[src/rtl/mult_req_scheduler.sv]
// Shares one 8x8 shift-add multiplier between the UART and SPI front ends.
// Each side collects an A/B operand pair; a round-robin arbiter hands the engine out and the product returns high byte first.
module mult_req_scheduler #(
    parameter int TIMEOUT = 50000
) (
    input  logic       clk,
    input  logic       reset,
    input  logic [7:0] uart_rx_data,
    input  logic       uart_rx_valid,
    input  logic [7:0] spi_rx_data,
    input  logic       spi_rx_valid,
    input  logic       uart_tx_ready,
    output logic [7:0] uart_tx_data,
    output logic       uart_tx_start,
    input  logic       spi_tx_done,
    output logic [7:0] spi_tx_data,
    output logic       spi_tx_load,
    input  logic       err_clr,
    output logic       busy,
    output logic [1:0] grant,
    output logic [3:0] err
);
    localparam int CW = $clog2(TIMEOUT);

    localparam logic [1:0] C_EMPTY  = 2'd0;
    localparam logic [1:0] C_HAVE_A = 2'd1;
    localparam logic [1:0] C_PAIR   = 2'd2;

    localparam logic [2:0] E_IDLE    = 3'd0;
    localparam logic [2:0] E_MUL     = 3'd1;
    localparam logic [2:0] E_SEND_HI = 3'd2;
    localparam logic [2:0] E_WAIT_HI = 3'd3;
    localparam logic [2:0] E_SEND_LO = 3'd4;
    localparam logic [2:0] E_WAIT_LO = 3'd5;

    // Index 0 is the UART requester, index 1 the SPI requester.
    logic [1:0]         rx_valid;
    logic [1:0][7:0]    rx_data;
    logic [1:0][1:0]    col_state_q, col_state_d;
    logic [1:0][7:0]    op_a_q, op_a_d;
    logic [1:0][7:0]    op_b_q, op_b_d;
    logic [1:0][CW-1:0] tmo_cnt_q, tmo_cnt_d;
    logic [3:0]         err_set;
    logic [3:0]         err_q, err_d;

    logic [2:0]  eng_state_q, eng_state_d;
    logic [1:0]  grant_q, grant_d;
    logic [1:0]  grant_new;
    logic [1:0]  pair_ready;
    logic        prefer_spi_q, prefer_spi_d;
    logic [15:0] mcand_q, mcand_d;
    logic [7:0]  mplier_q, mplier_d;
    logic [15:0] acc_q, acc_d;
    logic [2:0]  mul_cnt_q, mul_cnt_d;
    logic        seen_low_q, seen_low_d;
    logic [7:0]  uart_tx_data_q, uart_tx_data_d;
    logic [7:0]  spi_tx_data_q, spi_tx_data_d;
    logic        wait_done;

    assign rx_valid = {spi_rx_valid, uart_rx_valid};
    assign rx_data  = {spi_rx_data, uart_rx_data};

    always_comb begin
        pair_ready[0] = (col_state_q[0] == C_PAIR);
        pair_ready[1] = (col_state_q[1] == C_PAIR);
        grant_new = 2'b00;
        if (eng_state_q == E_IDLE) begin
            if (pair_ready == 2'b11) grant_new = prefer_spi_q ? 2'b10 : 2'b01;
            else                     grant_new = pair_ready;
        end
    end

    // Collectors; a byte arriving on the grant edge starts the next pair.
    always_comb begin
        col_state_d = col_state_q;
        op_a_d      = op_a_q;
        op_b_d      = op_b_q;
        tmo_cnt_d   = tmo_cnt_q;
        err_set     = 4'b0000;
        for (int i = 0; i < 2; i++) begin
            case (col_state_q[i])
                C_EMPTY: begin
                    if (rx_valid[i]) begin
                        op_a_d[i]      = rx_data[i];
                        tmo_cnt_d[i]   = '0;
                        col_state_d[i] = C_HAVE_A;
                    end
                end
                C_HAVE_A: begin
                    if (rx_valid[i]) begin
                        op_b_d[i]      = rx_data[i];
                        col_state_d[i] = C_PAIR;
                    end else if (tmo_cnt_q[i] == CW'(TIMEOUT - 1)) begin
                        col_state_d[i]    = C_EMPTY;
                        err_set[2*i + 1]  = 1'b1;
                    end else begin
                        tmo_cnt_d[i] = tmo_cnt_q[i] + CW'(1);
                    end
                end
                C_PAIR: begin
                    if (grant_new[i]) begin
                        if (rx_valid[i]) begin
                            op_a_d[i]      = rx_data[i];
                            tmo_cnt_d[i]   = '0;
                            col_state_d[i] = C_HAVE_A;
                        end else begin
                            col_state_d[i] = C_EMPTY;
                        end
                    end else if (rx_valid[i]) begin
                        err_set[2*i] = 1'b1;
                    end
                end
                default: col_state_d[i] = C_EMPTY;
            endcase
        end
        err_d = err_clr ? err_set : (err_q | err_set);
    end

    always_comb begin
        eng_state_d    = eng_state_q;
        grant_d        = grant_q;
        prefer_spi_d   = prefer_spi_q;
        mcand_d        = mcand_q;
        mplier_d       = mplier_q;
        acc_d          = acc_q;
        mul_cnt_d      = mul_cnt_q;
        seen_low_d     = seen_low_q;
        uart_tx_data_d = uart_tx_data_q;
        spi_tx_data_d  = spi_tx_data_q;
        uart_tx_start  = 1'b0;
        spi_tx_load    = 1'b0;
        wait_done      = grant_q[0] ? (seen_low_q && uart_tx_ready) : spi_tx_done;
        case (eng_state_q)
            E_IDLE: begin
                if (grant_new != 2'b00) begin
                    grant_d      = grant_new;
                    prefer_spi_d = grant_new[0];
                    mcand_d      = {8'h00, grant_new[1] ? op_a_q[1] : op_a_q[0]};
                    mplier_d     = grant_new[1] ? op_b_q[1] : op_b_q[0];
                    acc_d        = 16'h0000;
                    mul_cnt_d    = 3'd0;
                    eng_state_d  = E_MUL;
                end
            end
            E_MUL: begin
                acc_d     = acc_q + (mplier_q[0] ? mcand_q : 16'h0000);
                mcand_d   = {mcand_q[14:0], 1'b0};
                mplier_d  = {1'b0, mplier_q[7:1]};
                mul_cnt_d = mul_cnt_q + 3'd1;
                if (mul_cnt_q == 3'd7) begin
                    if (grant_q[0]) uart_tx_data_d = acc_d[15:8];
                    else            spi_tx_data_d  = acc_d[15:8];
                    eng_state_d = E_SEND_HI;
                end
            end
            E_SEND_HI, E_SEND_LO: begin
                if (grant_q[0]) begin
                    if (uart_tx_ready) begin
                        uart_tx_start = 1'b1;
                        seen_low_d    = 1'b0;
                        eng_state_d   = (eng_state_q == E_SEND_HI) ? E_WAIT_HI : E_WAIT_LO;
                    end
                end else begin
                    spi_tx_load = 1'b1;
                    eng_state_d = (eng_state_q == E_SEND_HI) ? E_WAIT_HI : E_WAIT_LO;
                end
            end
            E_WAIT_HI, E_WAIT_LO: begin
                if (grant_q[0] && !uart_tx_ready) seen_low_d = 1'b1;
                if (wait_done) begin
                    if (eng_state_q == E_WAIT_HI) begin
                        if (grant_q[0]) uart_tx_data_d = acc_q[7:0];
                        else            spi_tx_data_d  = acc_q[7:0];
                        eng_state_d = E_SEND_LO;
                    end else begin
                        grant_d     = 2'b00;
                        eng_state_d = E_IDLE;
                    end
                end
            end
            default: begin
                grant_d     = 2'b00;
                eng_state_d = E_IDLE;
            end
        endcase
    end

    always_ff @(posedge clk or posedge reset) begin
        if (reset) begin
            col_state_q    <= '0;
            op_a_q         <= '0;
            op_b_q         <= '0;
            tmo_cnt_q      <= '0;
            err_q          <= 4'b0000;
            eng_state_q    <= E_IDLE;
            grant_q        <= 2'b00;
            prefer_spi_q   <= 1'b0;
            mcand_q        <= 16'h0000;
            mplier_q       <= 8'h00;
            acc_q          <= 16'h0000;
            mul_cnt_q      <= 3'd0;
            seen_low_q     <= 1'b0;
            uart_tx_data_q <= 8'h00;
            spi_tx_data_q  <= 8'h00;
        end else begin
            col_state_q    <= col_state_d;
            op_a_q         <= op_a_d;
            op_b_q         <= op_b_d;
            tmo_cnt_q      <= tmo_cnt_d;
            err_q          <= err_d;
            eng_state_q    <= eng_state_d;
            grant_q        <= grant_d;
            prefer_spi_q   <= prefer_spi_d;
            mcand_q        <= mcand_d;
            mplier_q       <= mplier_d;
            acc_q          <= acc_d;
            mul_cnt_q      <= mul_cnt_d;
            seen_low_q     <= seen_low_d;
            uart_tx_data_q <= uart_tx_data_d;
            spi_tx_data_q  <= spi_tx_data_d;
        end
    end

    assign uart_tx_data = uart_tx_data_q;
    assign spi_tx_data  = spi_tx_data_q;
    assign busy         = (eng_state_q != E_IDLE);
    assign grant        = grant_q;
    assign err          = err_q;
endmodule

[config.mk]
export PLATFORM = sky130hd
export DESIGN_NAME = mult_req_scheduler
export DESIGN_NICKNAME = d
export VERILOG_FILES = /design/src/rtl/mult_req_scheduler.sv
export SDC_FILE = /design/constraint.sdc
export NUM_CORES = 1
export LEC_CHECK = 0
export ABC_AREA = 1
export CORE_ASPECT_RATIO = 0.5
export CORE_MARGIN = 4
export CORE_UTILIZATION = 40
export CTS_CLUSTER_SIZE = 40
export DETAILED_ROUTE_END_ITERATION = 16
export PLACE_DENSITY = 0.62
export RECOVER_POWER = 50
export SKIP_CTS_REPAIR_TIMING = 1
export SKIP_LAST_GASP = 1
export SLEW_MARGIN = 20
export SYNTH_ARGS = -nofsm -noshare
export SYNTH_HDL_FRONTEND = slang
export SYNTH_SLANG_ARGS = --single-unit
[constraint.sdc]
create_clock -name clk -period 4.3 [get_ports clk]
set_input_delay 0.86 -clock clk [delete_from_list [all_inputs] [get_ports clk]]
set_output_delay 0.86 -clock clk [all_outputs]
set_load 0.03 [all_outputs]
==> results.cfg, run 1 <==
[outcome]
status = complete, but fails checks
violations = capacitance limit, slew limit

[logic_synthesis]
synthDistinctLibCells = 40
ys_ff_latch = 138
synth_common_cells = nand2_1, dfrtp_1, inv_1, nand3_1, o21ai_0
yosysWarnings = 0
avgSynthCellArea_um2 = 7.565
ys.flop_type = dfrtp_1
synth_edf_count = 0
synth_top_area_cell = dfrtp_1
netlist_area_mm2 = 0.007686
synth_area_leaders = dfrtp_1, nand2_1, inv_1
netlist_instances = 1016
synth_top_area_share_pct = 44.93
async_flop_share_pct = 100.0
post-synth-top-count-cell = nand2_1
synth.net_count = 1059
ys_seq_area_share_pct = 44.93

[drt]
drt-total-wl_um = 17950
wl_per_cell_um = 13.48
first_pass_iters = 7
drtIter0Drc = 508
routed-via-count = 6601
avgViaCountPerCell = 4.956
ant_nets = 0
drc = 0

[clocking]
numCtsBuffers = 17
clockRootBuffer = clkbuf_16
cts_max_level = 4
clockBufferDepth = 2
insertion_delay_ps = 420
clock-sinks = 138
clk_pin_slew_worst_paths_ps = 60
cts_tree = done

[setup_path]
path_cells = nor2_1 > nand2_2 > inv_1 > nand3_1 > nand2_1 > nand3_2 > nand2_4 > nand2_1 > nand2_1
critPathRequiredTime_ps = 4650
cp-end-kind = register
cp.arrival_ps = 3450
worstPathMaxFanout = 33
r2r-start = eng_state_q[1]
path_class = register to register
worst_path_max_delay_cell = nand3_2
crit_buf_inv = 1
critPathMaxStageDelay_ps = 610
crit_start = eng_state_q[1]
cp_top_family = simple AND/OR/NAND/NOR gates
cp-start-kind = register
cpMostUsedCell = nand2_1

[floorplan]
start_util_pct = 41.30
rows = 35
fp.dieW_um = 204.0
core_mm2 = 0.01861
ios = 48
die_area_mm2 = 0.02163
fp.dieH_um = 106.0

[grt]
gr-total-overflow = 0
grt_pass1_vias = 6447
grt_usage_pct = 17.36
grt_max_degree = 51
grt_first_pass_wirelength_um = 31090
antenna_found_initial = 0

[timing]
rsz0062_at_grt = no
slew_headroom_pct = -24.98
finalClockSkew_ps = 11.75
period_needed_ps = 3095
finalSetupViolations = 0
slew_violations = 40
whs_ps = 476.5
hold_viol = 0
tns_ps = 0
fmax_ghz = 0.3231
tightestPinTransition_ps = 1864
layout_worst_path_cycle_share_pct = 71.97

[min_path]
hold_path_class = register to register
hold_path.startpoint = spi_tx_data[0]

[pwr]
p_per_area_mw_per_mm2 = 638.1
max-vdd-ir-drop_mv = 0.3987
leakage_nw = 4.507

[flow_run]
drv_cap = 1

[final_layout]
area_growth_pct = 17.32
n_antenna_cell = 0
fillers = 1850
nets = 1103
drive_gt1_share_pct = 7.083

[place]
dp_hpwl_um = 12660
gp_routability_congestion = 0.9058
port_buffers = 47
## cell type report
type                       count  area, um^2  share of cell area, %
clock inverter                11       191.4                  2.123
timing repair buffer          52       520.5                  5.772
tap                          259       324.1                  3.594
sequential                   138        3453                  38.30
multi-input combinational    711        3528                  39.13
inverter                     140       529.3                  5.869
clock buffer                  21       470.5                  5.217
## tightest hold or removal path, cell delays in order, from the launching register on
cell and delay (ps):
dfrtp_1 340, nand2_1 50, nand2_1 50
## placed cells by master (no fill, tap or decap), types with 5 or more instances in the layout
| master | Yosys | final |
|---|---|---|
| nor2_1 | 68 | 70 |
| bufinv_16 | 0 | 5 |
| nand4_1 | 7 | 7 |
| ha_1 | 19 | 19 |
| o22ai_1 | 14 | 14 |
| clkbuf_16 | 0 | 17 |
| nor3_1 | 14 | 14 |
| nand2_1 | 336 | 338 |
| clkdlybuf4s50_1 | 0 | 44 |
| o21ai_0 | 73 | 73 |
| or2_2 | 13 | 13 |
| inv_1 | 128 | 130 |
| dfrtp_1 | 138 | 138 |
| xor2_1 | 25 | 25 |
| inv_2 | 11 | 8 |
| a21oi_1 | 11 | 11 |
| o211ai_1 | 12 | 12 |
| nand3_1 | 75 | 77 |
## registers in the layout, summed over array words and instances, names as in the netlist
register      cells
tmo_cnt_q        32
acc_q            16
mcand_q          16
op_a_q           16
op_b_q           16
mplier_q          8
spi_tx_data       8
uart_tx_data      8
col_state_q       4
err               4
eng_state_q       3
mul_cnt_q         3
grant             2
prefer_spi_q      1
seen_low_q        1
## logic make-up (layout without fill, tap and decap cells)
| logic type | after synthesis | after routing | synth area share, % |
|---|---|---|---|
| DFF | 138 | 138 | 44.93 |
| buffers and inverters | 167 | 224 | 8.677 |
| xor gates and xnor gates | 28 | 28 | 3.191 |
| adders and majority gates | 20 | 20 | 3.353 |
| AOI/OAI and AO/OA | 123 | 123 | 9.491 |
| and+or+nand+nor | 540 | 540 | 30.36 |
## layer usage
layer	part of all wire, %	vias up	global-route usage (%)
met3	4.1	21	3.810
met1	49	3129	23.25
met2	46	137	28.60
met5	0	-	0
li1	-	3314	-
met4	1.3	0	4.969
## stage by stage
stage                     area (um^2)  std cells  utilization [%]  power [mW]  setup WS, ps
after floorplan                  7690       1016                -       3.546          1719
after global placement           8396       1300            45.11       4.109          1213
after detailed placement         8396       1300            45.11       4.174          1234
after CTS                        9057       1332            48.67       5.842          1230
after global routing             9017       1332            48.45       6.180         810.7
final                            9017       1332            48.45       5.754          1205
## power by group
part	internal, mW	total (mW)	switching, mW
combinational	0.684	2.16	1.47
sequential	1.71	1.96	0.254
clock	1.07	1.64	0.562
## final timing paths
kind | slack, ps | end | depth (start not counted)
max | 1210 | tmo_cnt_q[30] | 9
min | 480 | spi_tx_data[0] | 2
max reg2reg | 1210 | tmo_cnt_q[30] | 9
min reg2reg | 480 | spi_tx_data[0] | 2
max in group asynchronous | 1850 | op_a_q[0] | 3
min in group asynchronous | 1370 | op_b_q[6] | 2
Note: power is estimated with default switching activity, not from simulation.
==> run 2: changes to the inputs <==
--- a/config.mk
+++ b/config.mk
@@ -11,7 +11,7 @@
 export CORE_UTILIZATION = 40
 export CTS_CLUSTER_SIZE = 40
 export DETAILED_ROUTE_END_ITERATION = 16
-export PLACE_DENSITY = 0.62
+export PLACE_DENSITY = 0.6
 export RECOVER_POWER = 50
 export SKIP_CTS_REPAIR_TIMING = 1
 export SKIP_LAST_GASP = 1
==> constraint.sdc (replaced) <==
create_clock -name clk -period 2.9 [get_ports clk]
set_input_delay 0.58 -clock clk [delete_from_list [all_inputs] [get_ports clk]]
set_output_delay 0.58 -clock clk [all_outputs]
set_load 0.03 [all_outputs]
==> results.cfg, run 2 (synthesis results as in run 1) <==
[place]
pre_cts_ws_ps = 384.5
port_buffers = 47
gp_routability_congestion = 0.9300
dp_hpwl_um = 12730

[setup_path]
cp.depth = 6
worstPathMaxFanout = 5
cp-end-kind = output port
path_cells = nor2_2 > nand2_1 > nand2_1 > inv_1 > nor2_1 > clkdlybuf4s50_1
reg2reg_slack_ps = 440
worst_path_max_delay_cell = clkdlybuf4s50_1
critPathRequiredTime_ps = 2320
cp.arrival_ps = 2080
cp_top_family = buffers and inverters
endpoint = uart_tx_start
critPathMaxStageDelay_ps = 670
r2r-start = eng_state_q[1]
cp-start-kind = register
reg2reg_to = op_a_q[8]
crit_start = eng_state_q[1]
path_class = register to output port
crit_buf_inv = 2
cpMostUsedCell = nand2_1
worst_r2r_path_depth = 9

[grt]
grt_max_degree = 72
grt_pass1_vias = 6460
gr-total-overflow = 0
grt_usage_pct = 17.32
grt_first_pass_wirelength_um = 31000
antenna_found_initial = 0

[clocking]
clk_pin_slew_worst_paths_ps = 60
cts_tree = done
clockBufferDepth = 2
cts_max_level = 4
clock-sinks = 138
numCtsBuffers = 17
clockRootBuffer = clkbuf_16
insertion_delay_ps = 420

[final_layout]
largest_register_ffs = 32
drive_gt1_share_pct = 7.907
top_register = tmo_cnt_q
fillers = 1865
n_antenna_cell = 0
area_growth_pct = 16.88
regArea_mm2 = 0.003453
multi_input_area_mm2 = 0.003558
final_common_cell = nand2_1
nets = 1106
final_cell_mix = nand2_1, dfrtp_1, inv_1, nand3_1, o21ai_0

[pwr]
p_per_area_mw_per_mm2 = 930.8
sw_frac_of_total_pct = 41.75
power_frac_clock_pct = 26.2
p_int_mw = 4.871
switching_power_mw = 3.491
leakage_nw = 4.484
pwr-share-comb_pct = 39.0
seq_power_share_pct = 34.8
max-vdd-ir-drop_mv = 0.3935

[floorplan]
die_area_mm2 = 0.02163
core_mm2 = 0.01861
ios = 48
fp.dieH_um = 106.0
rows = 35
fp.dieW_um = 204.0
start_util_pct = 41.30

[drt]
first_pass_iters = 5
avgViaCountPerCell = 4.888
wl_per_cell_um = 13.39
drt-total-wl_um = 17860
ant_nets = 0
dr.max_layer_used = met4
routed-via-count = 6521
drt-met1-wl_um = 8939
dr_wl_met3_um = 556
wl_met2_um = 8141
drtIter0Drc = 395
drc = 0

[timing]
slew_violations = 0
period_needed_ps = 2659
finalSetupViolations = 0
hold_viol = 0
slew_headroom_pct = 18.98
tightestPinTransition_ps = 1215
layout_worst_path_cycle_share_pct = 91.70
rsz0062_at_grt = no
fmax_ghz = 0.3760
fin_ws_ps = 240.7
tns_ps = 0
finalClockSkew_ps = 8.841

[min_path]
hold_path_class = register to register

[outcome]
status = complete, no violations

[flow_run]
drv_cap = 0
run 2: cell count changes in the layout (fill, tap and decap cells not counted), moves of 3 or more:
cell / delta
inv_6: +4
clkinv_4: +4
bufinv_16: -3
clkbuf_8: -3
run 2: worst reg2reg max path, stage by stage, from the launching register on:
cell     delay [ps]
dfrtp_1         430
nor2_2          140
nand2_2          70
inv_1           190
nand3_1         440
nand2_1         300
nand3_2         270
buf_4           320
nand2_1          90
o21ai_0          80
run 2: per-layer routing:
metal  vias up  global-route usage, %
li1       3316                      -
met2        74                  28.41
met5         -                      0
met3        14                  3.231
met4         0                  4.300
met1      3117                  23.90
run 2: area by class of cell:
class,instances,area share [%]
tap,259,3.607
multi-input combinational,711,39.61
sequential,138,38.44
clock inverter,14,1.838
clock buffer,17,4.735
timing repair buffer,55,5.877
inverter,140,5.891
run 2: worst min-delay path by stage:
stage | start | endpoint | slack [ps] | cells past startpoint
5_1_grt | op_b_q[10] | op_b_q[10] | 510 | 2
3_3_place_gp | op_a_q[15] | op_a_q[15] | 460 | 2
2_1_floorplan | op_a_q[10] | op_a_q[10] | 450 | 2
4_1_cts | uart_tx_data[0] | uart_tx_data[0] | 480 | 2
3_5_place_dp | uart_tx_data[0] | uart_tx_data[0] | 470 | 2
6_report | uart_tx_data[0] | uart_tx_data[0] | 480 | 2
run 2: power by group through the flow:
stage / logic [mW] / clock network [mW] / registers, mW
floorplan: 2.25 / 0 / 3.00
global placement: 3.24 / 0 / 2.92
detailed placement: 3.29 / 0 / 2.93
CTS: 3.31 / 2.23 / 2.91
global route: 3.68 / 2.33 / 2.99
finish: 3.26 / 2.19 / 2.91
run 2: metrics by stage:
step	instance area [um^2]	power (mW)	instances	hold slack [ps]	utilization, %
3_5_place_dp	8431	6.225	1303	468.1	45.30
6_report	8984	8.362	1334	477.1	48.27
5_1_grt	8984	8.992	1334	508.7	48.27
3_3_place_gp	8431	6.156	1303	460.3	45.30
4_1_cts	9021	8.449	1334	482.8	48.47
2_1_floorplan	7690	5.259	1016	445.7	-
==> run 3: changes to the inputs <==
--- a/config.mk
+++ b/config.mk
@@ -11,7 +11,7 @@
 export CORE_UTILIZATION = 40
 export CTS_CLUSTER_SIZE = 40
 export DETAILED_ROUTE_END_ITERATION = 16
-export PLACE_DENSITY = 0.6
+export PLACE_DENSITY = 0.54
 export RECOVER_POWER = 50
 export SKIP_CTS_REPAIR_TIMING = 1
 export SKIP_LAST_GASP = 1
==> results.cfg, run 3 (synthesis results as in run 1) <==
[outcome]
status = complete, but fails checks
violations = capacitance limit, slew limit

[grt]
antenna_found_initial = 0
gr-total-overflow = 0
grt_usage_pct = 17.45
grt_pass1_vias = 6291
grt_first_pass_wirelength_um = 31160
grt_max_degree = 139

[final_layout]
fillers = 1854
nets = 1104
largest_register_ffs = 32
final_common_cell = nand2_1
area_growth_pct = 16.67
final_cell_mix = nand2_1, dfrtp_1, inv_1, nand3_1, o21ai_0
n_antenna_cell = 0
top_register = tmo_cnt_q
drive_gt1_share_pct = 7.549

[setup_path]
path_class = register to output port
crit_start = eng_state_q[1]
crit_buf_inv = 2
critPathRequiredTime_ps = 2320
cp_top_family = buffers and inverters
cp-end-kind = output port
reg2reg_to = uart_tx_data[4]
worstPathMaxFanout = 5
cp.arrival_ps = 2070
path_cells = nor2_1 > nand2_1 > nand2_1 > inv_1 > nor2_1 > clkdlybuf4s50_1
worst_r2r_path_depth = 15
cp.depth = 6
critPathMaxStageDelay_ps = 690
r2r-start = mplier_q[0]
cp-start-kind = register
endpoint = uart_tx_start
worst_path_max_delay_cell = clkdlybuf4s50_1
reg2reg_slack_ps = 530

[drt]
drtIter0Drc = 265
first_pass_iters = 5
routed-via-count = 6395
drc = 0
drt-total-wl_um = 17910
wl_per_cell_um = 13.45
avgViaCountPerCell = 4.801
ant_nets = 0

[timing]
slew_headroom_pct = -16.44
fmax_ghz = 0.3769
period_needed_ps = 2653
rsz0062_at_grt = no
tightestPinTransition_ps = 1747
finalSetupViolations = 0
tns_ps = 0
layout_worst_path_cycle_share_pct = 91.49
slew_violations = 139
hold_viol = 0
finalClockSkew_ps = 9.564

[pwr]
leakage_nw = 4.466
p_per_area_mw_per_mm2 = 932.1
max-vdd-ir-drop_mv = 0.4550
power.total_mw = 8.359

[clocking]
clockBufferDepth = 2
insertion_delay_ps = 420
cts_tree = done
clk_pin_slew_worst_paths_ps = 60
cts_max_level = 4
numCtsBuffers = 17
clockRootBuffer = clkbuf_16
clock-sinks = 138

[place]
gp_routability_congestion = 0.8902
dp_hpwl_um = 12660
port_buffers = 47

[min_path]
hold_path_class = register to register
hold_path.startpoint = spi_tx_data[7]

[floorplan]
rows = 35
fp.dieH_um = 106.0
start_util_pct = 41.30
fp.dieW_um = 204.0
core_mm2 = 0.01861
ios = 48
die_area_mm2 = 0.02163

[flow_run]
drv_cap = 1
-- run 3: cell types whose count changed in the layout (fill, tap and decap cells not counted), moves of 2 or more --
cell,previous run,this run
nor2_1,69,71
nor2_2,3,1
clkinvlp_4,2,5
clkinv_4,5,2
-- run 3: area by class of cell --
type / count / area [um^2] / share of cell area (%)
Clock inverter: 13 / 168.9 / 1.884
Multi-Input combinational cell: 711 / 3545 / 39.53
Sequential cell: 138 / 3453 / 38.51
Inverter: 140 / 531.8 / 5.930
Timing Repair Buffer: 53 / 515.5 / 5.749
Tap cell: 259 / 324.1 / 3.614
Clock buffer: 18 / 429.2 / 4.786
-- run 3: how the worst min path moves through the flow --
stage	slack, ps	cells past startpoint	endpoint
floorplan	450	2	op_a_q[10]
detailed placement	470	2	spi_tx_data[7]
finish	480	2	spi_tx_data[7]
CTS	480	2	spi_tx_data[6]
global route	490	2	op_a_q[15]
global placement	460	2	grant[1]
-- run 3: metal layers --
layer  track usage, %  routed length, um
met5                0                  0
met4            4.730                240
met3            3.170                495
met2            27.84               8101
met1            24.59               9072
-- run 3: per-stage QoR --
step | hold slack (ps) | area [um^2] | util [%] | cells | setup slack [ps]
4_1_cts | 481.8 | 9001 | 48.36 | 1332 | 259.1
5_1_grt | 489.9 | 8967 | 48.18 | 1332 | 102.6
6_report | 476.6 | 8967 | 48.18 | 1332 | 246.9
3_3_place_gp | 460.5 | 8403 | 45.15 | 1301 | 379.5
3_5_place_dp | 465.4 | 8403 | 45.15 | 1301 | 376.3
2_1_floorplan | 445.7 | 7690 | - | 1016 | 598.9
-- run 3: worst reg2reg max path, delay by kind of cell (launching register included) --
family | cells | cell delay (ps)
adders and majority gates | 2 | 540
DFF | 1 | 670
and+or+nand+nor | 10 | 860
buffers and inverters | 3 | 210
-- run 3: power by group --
part / leakage [nW] / internal, mW / switching, mW
sequential: 1.83 / 2.53 / 0.367
combinational: 2.36 / 1.04 / 2.19
clock: 0.279 / 1.36 / 0.878
